==> config.mk <==
export PLATFORM = sky130hd
export DESIGN_NAME = clause_bin_loader
export DESIGN_NICKNAME = d
export VERILOG_FILES = /design/src/rtl/clause_bin_loader.sv
export SDC_FILE = /design/constraint.sdc
export NUM_CORES = 1
export LEC_CHECK = 0
export BUFFER_PORTS_ARGS = -buffer_cell sky130_fd_sc_hd__buf_4
export CAP_MARGIN = 5
export CORE_ASPECT_RATIO = 1.2
export CORE_UTILIZATION = 58
export DETAILED_ROUTE_END_ITERATION = 16
export GPL_TIMING_DRIVEN = 0
export MAX_ROUTING_LAYER = met4
export PLACE_DENSITY = 0.95
export SLEW_MARGIN = 20
export SYNTH_ARGS = -nofsm -noshare
export SYNTH_HDL_FRONTEND = slang
export SYNTH_SLANG_ARGS = --single-unit
==> constraint.sdc <==
create_clock -name clk -period 5.2 [get_ports clk]
set_input_delay 0.26 -clock clk [delete_from_list [all_inputs] [get_ports clk]]
set_output_delay 0.26 -clock clk [all_outputs]
set_load 0.005 [all_outputs]
==> src/rtl/clause_bin_loader.sv <==
// Bin-stream clause loader: validates incoming clauses, counts literals and
// writes each accepted clause into the next free clause cell via a one-hot strobe.
module clause_bin_loader #(
    parameter int NUM_VARS    = 8,
    parameter int NUM_CLAUSES = 8,
    localparam int CW = NUM_VARS * 2,
    localparam int NW = $clog2(NUM_CLAUSES + 1)
) (
    input  logic                   clk,
    input  logic                   rst,
    input  logic                   start_i,
    input  logic                   in_valid_i,
    output logic                   in_ready_o,
    input  logic [CW-1:0]          in_clause_i,
    input  logic                   in_last_i,
    output logic [NUM_CLAUSES-1:0] wr_o,
    output logic [CW-1:0]          clause_o,
    output logic [4:0]             clause_len_o,
    output logic [NW-1:0]          loaded_cnt_o,
    output logic                   full_o,
    output logic                   done_o,
    output logic                   err_empty_o,
    output logic                   err_illegal_o,
    output logic                   overflow_o,
    output logic [1:0]             dbg_state_o
);

    // Handshake: a clause word transfers on a rising clk edge where
    // in_valid_i && in_ready_o; in_ready_o is high only in LOAD.
    typedef enum logic [1:0] {
        IDLE  = 2'd0,
        LOAD  = 2'd1,
        WRITE = 2'd2,
        DONE  = 2'd3
    } state_t;

    state_t        r_state;
    state_t        w_next;
    logic [CW-1:0] r_clause;
    logic [4:0]    r_len;
    logic [NW-1:0] r_cnt;
    logic          r_last;
    logic          r_err_empty;
    logic          r_err_illegal;
    logic          r_overflow;

    logic [4:0]    w_len;
    logic          w_illegal;
    logic          w_xfer;
    logic          w_start;
    logic          w_drop;
    logic [NW-1:0] w_cnt_inc;
    logic          w_cnt_full;

    always_comb begin
        w_len     = '0;
        w_illegal = 1'b0;
        for (int i = 0; i < NUM_VARS; i++) begin
            if (in_clause_i[2*i +: 2] == 2'b11) begin
                w_illegal = 1'b1;
            end else if (in_clause_i[2*i +: 2] != 2'b00) begin
                w_len = w_len + 5'd1;
            end
        end
    end

    assign w_xfer     = in_valid_i && (r_state == LOAD);
    assign w_start    = start_i && ((r_state == IDLE) || (r_state == DONE));
    // An illegal code takes precedence over an empty literal count.
    assign w_drop     = w_illegal || (w_len == 5'd0);
    assign w_cnt_inc  = r_cnt + NW'(1);
    assign w_cnt_full = (w_cnt_inc == NW'(NUM_CLAUSES));

    always_ff @(posedge clk or negedge rst) begin
        if (!rst) begin
            r_state <= IDLE;
        end else begin
            r_state <= w_next;
        end
    end

    always_comb begin
        w_next = r_state;
        case (r_state)
            IDLE:    if (start_i) w_next = LOAD;
            LOAD: begin
                if (w_xfer) begin
                    if (!w_drop)        w_next = WRITE;
                    else if (in_last_i) w_next = DONE;
                end
            end
            WRITE:   w_next = (r_last || w_cnt_full) ? DONE : LOAD;
            DONE:    if (start_i) w_next = LOAD;
            default: w_next = IDLE;
        endcase
    end

    always_ff @(posedge clk or negedge rst) begin
        if (!rst) begin
            r_clause      <= '0;
            r_len         <= '0;
            r_cnt         <= '0;
            r_last        <= 1'b0;
            r_err_empty   <= 1'b0;
            r_err_illegal <= 1'b0;
            r_overflow    <= 1'b0;
        end else begin
            if (w_start) begin
                r_cnt         <= '0;
                r_err_empty   <= 1'b0;
                r_err_illegal <= 1'b0;
                r_overflow    <= 1'b0;
            end
            if (w_xfer) begin
                if (w_illegal) begin
                    r_err_illegal <= 1'b1;
                end else if (w_len == 5'd0) begin
                    r_err_empty <= 1'b1;
                end else begin
                    r_clause <= in_clause_i;
                    r_len    <= w_len;
                    r_last   <= in_last_i;
                end
            end
            if (r_state == WRITE) begin
                r_cnt <= w_cnt_inc;
                if (w_cnt_full && !r_last) r_overflow <= 1'b1;
            end
        end
    end

    // Strobe is decoded from the state register so reset clears it immediately.
    assign wr_o          = (r_state == WRITE) ? ({{(NUM_CLAUSES-1){1'b0}}, 1'b1} << r_cnt) : '0;
    assign in_ready_o    = (r_state == LOAD);
    assign done_o        = (r_state == DONE);
    assign clause_o      = r_clause;
    assign clause_len_o  = r_len;
    assign loaded_cnt_o  = r_cnt;
    assign full_o        = (r_cnt == NW'(NUM_CLAUSES));
    assign err_empty_o   = r_err_empty;
    assign err_illegal_o = r_err_illegal;
    assign overflow_o    = r_overflow;
    assign dbg_state_o   = r_state;

endmodule

==> metrics.txt <==
fin util 87.35%; Min-Delay Path Class in2reg; Chip Width 62.81 um; DP Wirelength 4899 um; cts bufs inserted 5; Final Non-Filler Cells between 400 and 500; Worst Path Max Fanout 5; CTS tree built; die area 4709 um2; post-synth cell types between 50 and 60; ranking of synthesized cells by area dfrtp_1 (30%), mux2_4 (11%), ha_1 (8.3%); dpl cells 385; mapped cell area ~2600 um2; Hold Fails Final Rpt 0; dominant cell type by area after synthesis dfrtp_1; CP required 5380 ps; #FFs+latches synth 31; Initial Util roughly three fifths; crit share post-route 102.0%; R2R cell count 7; clk sink count 31; met1 usage between 40 and 50%; EDFF count, synth 0; input/output buffers 61; Levels on crit path 27; Max-Slew Margin vs Limit 34.46%; row cnt 26; MaxCap Viol Count 0; first-pass GRT wire length 13,230 um; Critical R2R Launch dbg_state_o[1]; H-tree depth 2; total track usage between 30% and 40%; initial antenna violation count 0; Critical Path Start in_clause_i[2]; worst clock skew 12.30 ps; Ports 62; Max VDD drop between 0.2 and 0.3 mV; crit path DAT 5480 ps; Mapped Cells between 200 and 300; slowest CP cell or4_4; clock latency on the worst-skew pair 310 ps; Worst Setup Start Kind primary input; Die Height approximately 75 um; DRC Markers 0; failing checks negative setup slack; WL/cell 24.62 um; syn_nets 306; Antenna Violating Nets Remaining 0; Tmin final about 5300 ps; GRT overflow 0; yosys warns 0; Clock Tree Root clkbuf_8; Vias/cell around 7; design area 3722 um2; Static Leak between 1.5 and 2 nW; top-area cell type share of the netlist area a little under a third; maximum buffer depth of the clock tree 2; largest net degree at the start of global routing 32; met3 Usage GRT 5.758%; Max Slew Vio Count 0; highest clock rate approximately 0.19 GHz; critical path's largest stage delay ~480 ps; run status finished with violations; CTS clk-pin slew, worst paths about 70 ps; Worst Max-Slew Pin Slew between 900 and 1000 ps; final wirelength 10,340 um; pwr/cell area 453.0 nW/um2; Final WS setup -103.4 ps; Worst Path Buf+Inv 4; crit path capture type flip-flop; crit path kind in2reg; n_diodes 0; Synth async-reset ratio 100.0%; worst hold path startpoint in_clause_i[1]; GRT Max-Usage Layer met2; Core ar. roughly 4300 um2; via count of the routed design a little under 3,000; Initial DRT Pass Iterations 5; final count of negative-setup-slack endpoints 22; vias in the first global route about 2,700; ratio of cells with drive above 1 in the final layout 42.31%; family with the most delay on the worst path compound AO/OA/AOI/OAI gates; Placement Cell Area approximately 3100 um2; worst hold path depth 2; met2 Usage GRT between 60 and 70%; top_reg_cell synth dfrtp_1; RePlAce Congestion 0.9511; initial DRC count roughly 380; Area growth syn-to-layout 44.63%; Seq/Total Area, Yosys 30.14%; Final #Nets 401; Total Power around 1.7 mW; Post-Syn Area per Cell a little under 10 um2
## cell usage in the layout, fill, tap and decap left out, types with 3 or more instances in the layout
cell type / Yosys / routed
and3_1: 6 / 6
xor2_1: 12 / 12
nand2b_1: 6 / 5
o21ai_0: 9 / 8
nor2_1: 11 / 11
nand2_2: 2 / 5
nand4_1: 6 / 6
xnor2_1: 16 / 15
and2_1: 4 / 4
dfrtp_1: 31 / 31
o211ai_1: 5 / 5
nand3_1: 19 / 19
buf_6: 2 / 4
inv_1: 9 / 8
nand2_1: 25 / 19
clkbuf_8: 0 / 6
ha_1: 17 / 10
nand2_4: 0 / 3
o21ai_1: 4 / 3
xnor2_2: 2 / 3
mux2_4: 18 / 18
ha_4: 0 / 6
a21oi_1: 5 / 5
nor3_1: 7 / 7
buf_4: 0 / 80
## report_power, final
part,switching (mW),internal (mW)
combinational,0.494,0.510
clock,0.106,0.155
sequential,0.0813,0.339
## per-layer routing
metal,vias to the layer above,part of all wire [%]
met3,95,9.7
met2,270,48
met5,-,0
li1,1184,-
met4,0,8.1
met1,1399,34
## synth_stat cells (3+ instances only)
master,n
inv_1,9
mux2_4,18
o21ai_1,4
nor3_1,7
nor2_1,11
xnor2_1,16
nor4_1,3
and2_1,4
nand2_1,25
and3_1,6
a21oi_1,5
nand4_1,6
a21boi_0,3
ha_1,17
o211ai_1,5
nand3_1,19
nand2b_1,6
o21ai_0,9
dfrtp_1,31
xor2_1,12
## cells by family after synthesis
kind of cell	Yosys count	share of synthesized area [%]
mux	23	12.59
compound gates	53	15.12
buf+inv	15	2.819
xor+xnor	30	10.79
flops	31	30.14
simple gates	99	20.27
fa+ha+maj	17	8.264
## path summary, 6_finish.rpt
| path | to | slack, ps |
|---|---|---|
| min in group asynchronous | clause_o[6] | 430 |
| max in group asynchronous | clause_o[13] | 4460 |
| max | clause_o[0] | -100 |
| min | clause_o[1] | 210 |
| min reg2reg | err_illegal_o | 480 |
| max reg2reg | clause_len_o[2] | 2980 |
## repair_timing
item,in CTS,in global routing
hold endpoints to repair,31,0
resized for setup,21,22
cloned,1,1
setup buffers,13,12
setup endpoints to repair,24,25
pin swaps,10,17
hold buffers,1,0
## metrics by stage
step | TNS, ps | worst slack [ps] | hold WS, ps
6_report | -1793 | -103.4 | 211.6
5_1_grt | -4173 | -201.2 | 209.7
4_1_cts | 0 | 23.23 | 225.6
3_5_place_dp | -13890 | -657.5 | 220.6
3_3_place_gp | -11700 | -571.5 | 212.9
2_1_floorplan | 0 | 14.12 | -35.59
## sequential cells by signal, summed over array words and instances (netlist names)
name / cells
overflow_o: 1
loaded_cnt_o: 4
r_last: 1
clause_o: 16
clause_len_o: 5
err_empty_o: 1
err_illegal_o: 1
dbg_state_o: 2
## cell type report
| type | count | area [um2] |
|---|---|---|
| buffer | 4 | 48.80 |
| clock buffer | 6 | 82.58 |
| clock inverter | 2 | 35.03 |
| fill | 220 | 539.3 |
| inverter | 11 | 41.29 |
| multi-input combinational | 222 | 1946 |
| sequential | 31 | 775.7 |
| tap | 56 | 70.07 |
| timing repair buffer | 88 | 723.2 |
(Power assumes the default switching activity.)
